<file path="config.mk">
export PLATFORM = sky130hd
export DESIGN_NAME = line_router
export DESIGN_NICKNAME = d
export VERILOG_FILES = /design/src/rtl/line_matrix_pkg.sv /design/src/rtl/line_cond.sv /design/src/rtl/line_router.sv
export SDC_FILE = /design/constraint.sdc
export NUM_CORES = 1
export LEC_CHECK = 0
export CAP_MARGIN = 5
export CORE_MARGIN = 8
export CORE_UTILIZATION = 55
export CTS_BUF_LIST = sky130_fd_sc_hd__clkbuf_16
export DETAILED_ROUTE_END_ITERATION = 16
export HOLD_SLACK_MARGIN = 0.12
export PLACE_DENSITY = 0.76
export SLEW_MARGIN = 20
export SYNTH_ARGS = -nofsm -noshare
export SYNTH_HDL_FRONTEND = slang
export SYNTH_SLANG_ARGS = --single-unit
</file>
<file path="constraint.sdc">
create_clock -name clk -period 1.9 [get_ports clk]
set_input_delay 0.38 -clock clk [delete_from_list [all_inputs] [get_ports clk]]
set_output_delay 0.38 -clock clk [all_outputs]
set_load 0.05 [all_outputs]
</file>
<file path="src/rtl/line_matrix_pkg.sv">
// Shared encodings for the line_router crossbar: output conditioning modes and
// source-select codes (two constants followed by the synchronised input lines).
package line_matrix_pkg;

  localparam logic [1:0] MODE_LEVEL  = 2'd0;
  localparam logic [1:0] MODE_INVERT = 2'd1;
  localparam logic [1:0] MODE_RISE   = 2'd2;
  localparam logic [1:0] MODE_FALL   = 2'd3;

  localparam int SRC_CONST0 = 0;
  localparam int SRC_CONST1 = 1;
  localparam int SRC_BASE   = 2;

endpackage

</file>
<file path="src/rtl/line_cond.sv">
// One routed output channel: config entry, glitch filter, edge history and the
// registered output in level / invert / rise-pulse / fall-pulse mode.
module line_cond
  import line_matrix_pkg::*;
#(
  parameter int SRC_W  = 4,
  parameter int FILT_W = 8
) (
  input  logic              clk,
  input  logic              rstn,
  input  logic              wr,
  input  logic [SRC_W-1:0]  wr_src,
  input  logic [1:0]        wr_mode,
  input  logic [FILT_W-1:0] wr_filt,
  input  logic              raw,
  output logic [SRC_W-1:0]  src,
  output logic [1:0]        mode,
  output logic [FILT_W-1:0] filt,
  output logic              line
);

  logic              lvl;
  logic              prev;
  logic              line_d;
  logic [FILT_W-1:0] cnt;

  // NOTE: the config entry is a handful of flops rather than a RAM, so it is
  // safe and intended to clear it on the async reset along with the datapath.
  always_ff @(posedge clk or negedge rstn) begin
    if (!rstn) begin
      src  <= '0;
      mode <= MODE_LEVEL;
      filt <= '0;
    end else if (wr) begin
      src  <= wr_src;
      mode <= wr_mode;
      filt <= wr_filt;
    end
  end

  // The counter only ever reaches filt before being cleared, so it cannot wrap.
  always_ff @(posedge clk or negedge rstn) begin
    if (!rstn) begin
      lvl  <= 1'b0;
      prev <= 1'b0;
      cnt  <= '0;
    end else begin
      prev <= lvl;
      if (raw == lvl) begin
        cnt <= '0;
      end else if (cnt == filt) begin
        lvl <= raw;
        cnt <= '0;
      end else begin
        cnt <= cnt + FILT_W'(1);
      end
      if (wr) cnt <= '0;
    end
  end

  always_comb begin
    // NOTE: assigning a default before the case keeps every path driven, so no
    // latch is inferred even if a mode is added later without a matching arm.
    line_d = lvl;
    case (mode)
      MODE_INVERT: line_d = ~lvl;
      MODE_RISE:   line_d = lvl & ~prev;
      MODE_FALL:   line_d = ~lvl & prev;
      default:     line_d = lvl;
    endcase
  end

  always_ff @(posedge clk or negedge rstn) begin
    if (!rstn) line <= 1'b0;
    else       line <= line_d;
  end

endmodule

</file>
<file path="src/rtl/line_router.sv">
// NUM_INPUTS x NUM_OUTPUTS line crossbar: input synchronisers, per-output source
// muxes feeding line_cond channels, and a combinational config readback port.
module line_router
  import line_matrix_pkg::*;
#(
  parameter  int NUM_INPUTS  = 10,
  parameter  int NUM_OUTPUTS = 10,
  parameter  int SYNC_STAGES = 2,
  parameter  int FILT_W      = 8,
  localparam int OUT_W       = $clog2(NUM_OUTPUTS),
  localparam int SRC_W       = $clog2(NUM_INPUTS + 2)
) (
  input  logic                   clk,
  input  logic                   rstn,
  input  logic [NUM_INPUTS-1:0]  input_lines,
  input  logic                   cfg_wr,
  input  logic [OUT_W-1:0]       cfg_out,
  input  logic [SRC_W-1:0]       cfg_src,
  input  logic [1:0]             cfg_mode,
  input  logic [FILT_W-1:0]      cfg_filt,
  input  logic [OUT_W-1:0]       rd_sel,
  output logic [SRC_W-1:0]       rd_src,
  output logic [1:0]             rd_mode,
  output logic [FILT_W-1:0]      rd_filt,
  output logic [NUM_OUTPUTS-1:0] output_lines
);

  localparam int NUM_SRC = NUM_INPUTS + 2;

  logic [NUM_INPUTS-1:0] synced;
  logic [NUM_SRC-1:0]    src_vec;
  logic [SRC_W-1:0]      wr_src;
  logic [SRC_W-1:0]      src  [NUM_OUTPUTS];
  logic [1:0]            mode [NUM_OUTPUTS];
  logic [FILT_W-1:0]     filt [NUM_OUTPUTS];

  generate
    if (SYNC_STAGES == 0) begin : g_direct
      assign synced = input_lines;
    end else begin : g_sync
      logic [NUM_INPUTS-1:0] stage [SYNC_STAGES];
      // NOTE: non-blocking assignments make every stage sample its predecessor's
      // old value, so the chain shifts exactly one stage per clock.
      always_ff @(posedge clk or negedge rstn) begin
        if (!rstn) begin
          for (int i = 0; i < SYNC_STAGES; i++) stage[i] <= '0;
        end else begin
          stage[0] <= input_lines;
          for (int i = 1; i < SYNC_STAGES; i++) stage[i] <= stage[i-1];
        end
      end
      assign synced = stage[SYNC_STAGES-1];
    end
  endgenerate

  always_comb begin
    src_vec                         = '0;
    src_vec[SRC_CONST1]             = 1'b1;
    src_vec[SRC_BASE +: NUM_INPUTS] = synced;
  end

  // Unknown source codes are stored as const0 so the entry reads back what it drives.
  assign wr_src = ({1'b0, cfg_src} < (SRC_W + 1)'(NUM_SRC)) ? cfg_src : SRC_W'(SRC_CONST0);

  for (genvar j = 0; j < NUM_OUTPUTS; j++) begin : g_chan
    line_cond #(
      .SRC_W (SRC_W),
      .FILT_W(FILT_W)
    ) u_cond (
      .clk    (clk),
      .rstn   (rstn),
      .wr     (cfg_wr && (cfg_out == OUT_W'(j))),
      .wr_src (wr_src),
      .wr_mode(cfg_mode),
      .wr_filt(cfg_filt),
      .raw    (src_vec[src[j]]),
      .src    (src[j]),
      .mode   (mode[j]),
      .filt   (filt[j]),
      .line   (output_lines[j])
    );
  end

  always_comb begin
    rd_src  = '0;
    rd_mode = '0;
    rd_filt = '0;
    for (int j = 0; j < NUM_OUTPUTS; j++) begin
      if (rd_sel == OUT_W'(j)) begin
        rd_src  = src[j];
        rd_mode = mode[j];
        rd_filt = filt[j];
      end
    end
  end

endmodule

</file>
==> flow_summary.yaml, run 1 <==
run_status:
  status: "complete, but fails checks"
  violations: "negative setup slack"
worst_setup_path:
  timing.critical_path.from: "g_chan[0].u_cond.src[0]$_DFFE_PN0P_"
  timing.rr.end: "g_chan[4].u_cond.cnt[4]$_DFF_PN0_"
  ff2ff_path_depth: 7
  r2r_setup_slack_ps: -110
  start_kind: "flop"
  worst-path-max-fanout: 2
  critPathRequiredTime_ps: 1520
  endpoint_kind: "output port"
  path_class: "flop to output port"
  critPathArrivalTime_ps: 2090
  reg2reg_from: "synced[9]$_DFF_PN0_"
  cp-endpoint: "rd_src[0]"
synthesis:
  synth_mux_area_frac: 0.106
  synth_top_flop_cell: "dfrtp_1"
  synth_edf_count: 0
  synthCells: 1287
  yosys-top-cells-area: "dfrtp_1, xnor2_1, nand2_1"
  synthArstFlopShare: 1.00
  synth_fa_ha_area_frac: 0.00919
  avgSynthCellArea_sq_um: 10.6
  synth_fp_nets: 1332
  yosysTopAreaCellShare: 0.496
  synth-simple-area-share: 0.176
  ys_seq_area_frac: 0.496
  synth_top_family_by_area: "simple AND/OR/NAND/NOR gates"
  synth_compound_area_frac: 0.0774
  synthXorXnorAreaFrac: 0.114
  synth.cell_area_sq_um: 13600
  yosysTopAreaCell: "dfrtp_1"
  synth_warnings: 0
  synth_seq_cells: 270
  yosysUniqueCellTypes: 48
clock_network:
  cts_tree: "yes"
  root_buffer: "clkbuf_16"
  cts_buffer_depth: 3
  clk_latency_ps: 570
  clk_pin_slew_ps: 60
  htree_levels: 1
  cts_made_buffers: 30
  clock-sinks: 270
timing:
  fmax_ghz: 0.405
  rsz0062_at_grt: "yes"
  fin_worst_skew_ps: 22.3
  worstMarginPinSlew_ps: 998
  min_period_ps: 2470
  finalMaxSlewViolations: 0
  hold_viol: 0
  worst_slack_ps: -566
  period_share: 1.30
  whs_ps: 248
  setup_viol: 54
  maxSlewHeadroom: 0.330
floorplanning:
  io_pins: 59
  die_area_sq_um: 30000
  start_util: 0.560
  coreArea_sq_um: 24300
  dieHeight_um: 173
  placement_rows: 57
  die_w_um: 173
layout:
  nFillCells: 1439
  most-common-layout-cells: "dfrtp_1, nand2_1, buf_4, xnor2_1, mux2_2"
  finalNonFillerCells: 1887
  n_antenna_cell: 0
  drive_gt1_frac: 0.349
  fin_area_sq_um: 18800
  syn2layout_area_growth_pct: 37.8
  num-nets-final: 1584
  mostFrequentLayoutCell: "dfrtp_1"
global_route:
  antenna_found_initial: 1
  track_usage: 0.263
  grt_pass1_vias: 11300
  grt_pass1_wl_mm: 62.9
  grt_start_max_net_pins: 53
  grt-ovfl-total: 0
pwr:
  leakagePower_nw: 8.12
  ir_drop_mv: 0.992
  power_mw: 22.8
  p_per_area_nw_per_um2: 1220
place:
  dp_hpwl_mm: 26.9
  place.gp.congestion: 0.933
  dp_cells: 1801
  dpl-instance-area_sq_um: 16400
  dp_slack_ps: -761
  numPortBuffers: 58
job:
  cap_viol_max_count: 0
route:
  drc_errors: 0
  drt_iter0_markers: 1003
  ant_nets: 0
  wirelength_mm: 41.3
  via_count: 11300
  wl_per_cell_um: 21.9
  dr.pass1.iters: 7
  vias_per_cell: 5.98
worst_hold_path:
  hold_path_class: "primary input to flop"
==> state kept, by name (all words and copies together) (netlist names) <==
| name | cells |
|---|---|
| g_chan.u_cond.cnt | 80 |
| g_chan.u_cond.filt | 80 |
| g_chan.u_cond.src | 40 |
| g_chan.u_cond.mode | 20 |
| g_chan.u_cond.line | 10 |
| g_chan.u_cond.lvl | 10 |
| g_chan.u_cond.prev | 10 |
| g_sync.stage | 10 |
| synced | 10 |
==> worst max-delay path, cell delays in order, from the launching register on <==
cell	delay [ps]
dfrtp_2	430
mux2i_2	220
o32ai_1	130
o22ai_1	180
o211ai_1	150
a22o_4	260
buf_12	150
==> synth_stat cells, drive strengths merged (6+ instances only) <==
cell,instances
o21a,12
nor3b,12
o211ai,12
ha,10
buf,26
nor2,49
mux4,22
xnor2,120
a21oi,29
o22ai,12
dfrtp,270
or4,6
clkbuf,35
nand3b,18
nand2b,18
o21ai,56
xor2,48
mux2,60
and3b,9
nand2,226
nand4,20
nand3,52
mux2i,26
a22o,12
and3,13
nor3,72
o32ai,12
==> logic make-up after synthesis <==
group | after synthesis
buf+inv | 65
compound gates | 161
mux | 108
flops | 270
simple gates | 505
fa+ha+maj | 10
xor+xnor | 168
==> cell type report <==
| class | instances | area [sq um] | area share |
|---|---|---|---|
| Clock buffer | 30 | 751 | 0.0400 |
| Clock inverter | 26 | 403 | 0.0215 |
| Inverter | 4 | 15.0 | 0.000800 |
| Multi-Input combinational cell | 952 | 7570 | 0.403 |
| Sequential cell | 270 | 6770 | 0.361 |
| Tap cell | 324 | 405 | 0.0216 |
| Timing Repair Buffer | 281 | 2850 | 0.152 |
==> repair_timing <==
action	in CTS	in global routing
hold buffers	1	0
endpoints found under the hold margin	62	0
setup buffers	23	14
resized for setup	82	110
endpoints found under the setup margin	94	95
cloned	0	0
pin swaps	66	88
==> through the flow <==
| step | util | TNS (ps) |
|---|---|---|
| final | 0.771 | -9110 |
| after global routing | 0.771 | -13110 |
| after CTS | 0.743 | -7970 |
| after detailed placement | 0.672 | -14640 |
| after global placement | 0.672 | -11730 |
| after floorplan | - | -418 |
==> worst min path at each step <==
| stage | startpoint | end | slack, ps | depth (start not counted) |
|---|---|---|---|---|
| after CTS | input_lines[4] | g_sync.stage[14]$_DFF_PN0_ | 240 | 1 |
| after detailed placement | g_sync.stage[16]$_DFF_PN0_ | synced[6]$_DFF_PN0_ | 330 | 0 |
| after global routing | input_lines[5] | g_sync.stage[15]$_DFF_PN0_ | 240 | 1 |
| final | input_lines[4] | g_sync.stage[14]$_DFF_PN0_ | 250 | 1 |
| after global placement | g_sync.stage[19]$_DFF_PN0_ | synced[9]$_DFF_PN0_ | 330 | 0 |
| after floorplan | rstn | g_chan[0].u_cond.cnt[0]$_DFF_PN0_ | 80 | 0 |
==> power by group <==
part | total (mW) | internal [mW] | switching [mW]
logic | 7.79 | 3.91 | 3.88
registers | 8.30 | 6.91 | 1.39
clock network | 6.71 | 4.25 | 2.46
==> per-layer routing <==
metal,part of all wire,vias to the layer above,GRT usage
met4,0.046,0,0.111
met2,0.49,442,0.439
met3,0.070,148,0.0492
met5,0,-,0
li1,-,5049,-
met1,0.39,5636,0.331
(Power assumes the default switching activity.)
==> run 2, diff against run 1 <==
--- a/config.mk
+++ b/config.mk
@@ -6,7 +6,7 @@
 export NUM_CORES = 1
 export LEC_CHECK = 0
 export CAP_MARGIN = 5
-export CORE_MARGIN = 8
+export CORE_MARGIN = 3
 export CORE_UTILIZATION = 55
 export CTS_BUF_LIST = sky130_fd_sc_hd__clkbuf_16
 export DETAILED_ROUTE_END_ITERATION = 16
==> flow_summary.yaml, run 2 (same netlist as run 1, synthesis figures left out) <==
layout:
  drive_gt1_frac: 0.338
  nFillCells: 1482
  most-common-layout-cells: "dfrtp_1, nand2_1, buf_4, xnor2_1, mux2_2"
  mostFrequentLayoutCell: "dfrtp_1"
  finalNonFillerCells: 1865
  final_core_util: 0.765
  fin_area_sq_um: 18300
  num-nets-final: 1574
  top_regs: "g_chan.u_cond.cnt: 80 flops, g_chan.u_cond.filt: 80 flops, g_chan.u_cond.src: 40 flops"
  n_antenna_cell: 0
  syn2layout_area_growth_pct: 34.3
clock_network:
  clk_pin_slew_ps: 60
  root_buffer: "clkbuf_16"
  clock-sinks: 270
  cts_buffer_depth: 3
  cts_made_buffers: 29
  htree_levels: 1
  cts_tree: "yes"
  clk_latency_ps: 550
route:
  dr.pass1.iters: 5
  vias_per_cell: 5.99
  via_count: 11200
  drt_iter0_markers: 1149
  ant_nets: 0
  wirelength_mm: 40.9
  drc_errors: 0
  wl_per_cell_um: 22.0
pwr:
  p_int_mw: 13.6
  pwr-share-clk: 0.242
  p_per_area_nw_per_um2: 1160
  leakagePower_nw: 7.88
  power_switching_mw: 7.49
  power.share.sequential: 0.393
  ir_drop_mv: 0.896
  combPwrFrac: 0.364
  swShare: 0.355
worst_setup_path:
  endpoint_kind: "output port"
  timing.critical_path.from: "g_chan[3].u_cond.src[2]$_DFFE_PN0P_"
  path_class: "flop to output port"
  critPathRequiredTime_ps: 1520
  critPathArrivalTime_ps: 2070
  worst-path-max-fanout: 2
  reg2reg_from: "synced[7]$_DFF_PN0_"
  start_kind: "flop"
floorplanning:
  coreArea_sq_um: 23900
  die_area_sq_um: 26700
  die_w_um: 163
  io_pins: 59
  start_util: 0.570
  dieHeight_um: 163
  placement_rows: 56
worst_hold_path:
  hold_path_class: "primary input to flop"
  hp-start: "input_lines[9]"
place:
  dp_cells: 1792
  dpl-instance-area_sq_um: 16200
  numPortBuffers: 58
  place.gp.congestion: 0.995
  dp_hpwl_mm: 27.2
timing:
  min_period_ps: 2450
  maxSlewHeadroom: 0.634
  whs_ps: 259
  hold_viol: 0
  rsz0062_at_grt: "yes"
  fmax_ghz: 0.408
  worst_slack_ps: -550
  finalSetupTns_ps: -8560
  fin_worst_skew_ps: 18.3
  setup_viol: 51
  finalMaxSlewViolations: 0
  worstMarginPinSlew_ps: 549
  period_share: 1.29
run_status:
  status: "complete, but fails checks"
  violations: "negative setup slack"
global_route:
  grt_pass1_wl_mm: 62.1
  track_usage: 0.300
  grt_start_max_net_pins: 66
  antenna_found_initial: 0
  grt-ovfl-total: 0
  grt_pass1_vias: 11000
  grt-busiest-layer: "met2"
  met1_usage: 0.410
  grt_util_met2: 0.489
  use_met3: 0.0530
job:
  cap_viol_max_count: 0
==> run 2: cell types whose count changed in the layout (fill, tap and decap cells not counted), moves of 4 or more <==
cell,before,now
buf_4,184,177
nor3_2,49,45
clkinv_1,3,7
buf_12,49,36
buf_6,11,20
nor3_1,4,9
bufinv_16,10,1
==> run 2: power by group through the flow <==
| stage | logic (mW) | registers [mW] | clock network, mW |
|---|---|---|---|
| 6_report | 7.69 | 8.31 | 5.12 |
| 2_1_floorplan | 3.89 | 7.97 | 0 |
| 5_1_grt | 8.20 | 8.44 | 5.45 |
| 3_5_place_dp | 6.22 | 8.27 | 0 |
| 3_3_place_gp | 6.04 | 8.22 | 0 |
| 4_1_cts | 6.61 | 8.21 | 5.18 |
==> run 2: worst paths after layout <==
kind	to	slack [ps]	cells after the start
worst max register to register	g_chan[8].u_cond.cnt[1]$_DFF_PN0_	-80	7
min in group asynchronous	g_sync.stage[10]$_DFF_PN0_	390	2
worst max-delay path	rd_src[2]	-550	6
worst min register to register	synced[2]$_DFF_PN0_	350	0
max in group asynchronous	g_chan[9].u_cond.cnt[3]$_DFF_PN0_	800	3
worst min-delay path	g_sync.stage[19]$_DFF_PN0_	260	1
==> run 2: timing repair <==
| item | in CTS | in global routing |
|---|---|---|
| gates cloned | 1 | 0 |
| pin swaps | 63 | 109 |
| resized for setup | 98 | 111 |
| setup buffers | 19 | 13 |
| hold buffers | 1 | 0 |
| setup endpoints to repair | 97 | 95 |
| hold endpoints to repair | 57 | 0 |
==> run 2: layout make-up <==
cell class / instances / area, sq um / share of cell area
multi-input cells: 953 / 7600 / 0.416
clock inverters: 19 / 115 / 0.00630
repair buffers: 271 / 2650 / 0.145
well taps: 319 / 399 / 0.0218
flip-flops and latches: 270 / 6780 / 0.371
inverters: 4 / 15.0 / 0.000821
clock buffers: 29 / 726 / 0.0397
==> run 2: routing by layer <==
layer | wire length (um) | vias to the layer above
met2 | 19600 | 498
li1 | - | 4999
met1 | 16500 | 5548
met5 | 0 | -
met4 | 1700 | 0
met3 | 3090 | 129
==> run 2: through the flow <==
stage	worst slack [ps]	power, mW
after global routing	-608	22.1
after CTS	-565	20.0
after floorplan	-44.5	11.9
final	-550	21.1
after detailed placement	-894	14.5
after global placement	-821	14.3
==> run 2: worst max-delay path: stages (launching register included) <==
cell and delay, ps:
dfrtp_1 400, mux2i_2 250, nor2_1 90, o22ai_1 190, o211ai_1 140, a22o_4 290, buf_12 150
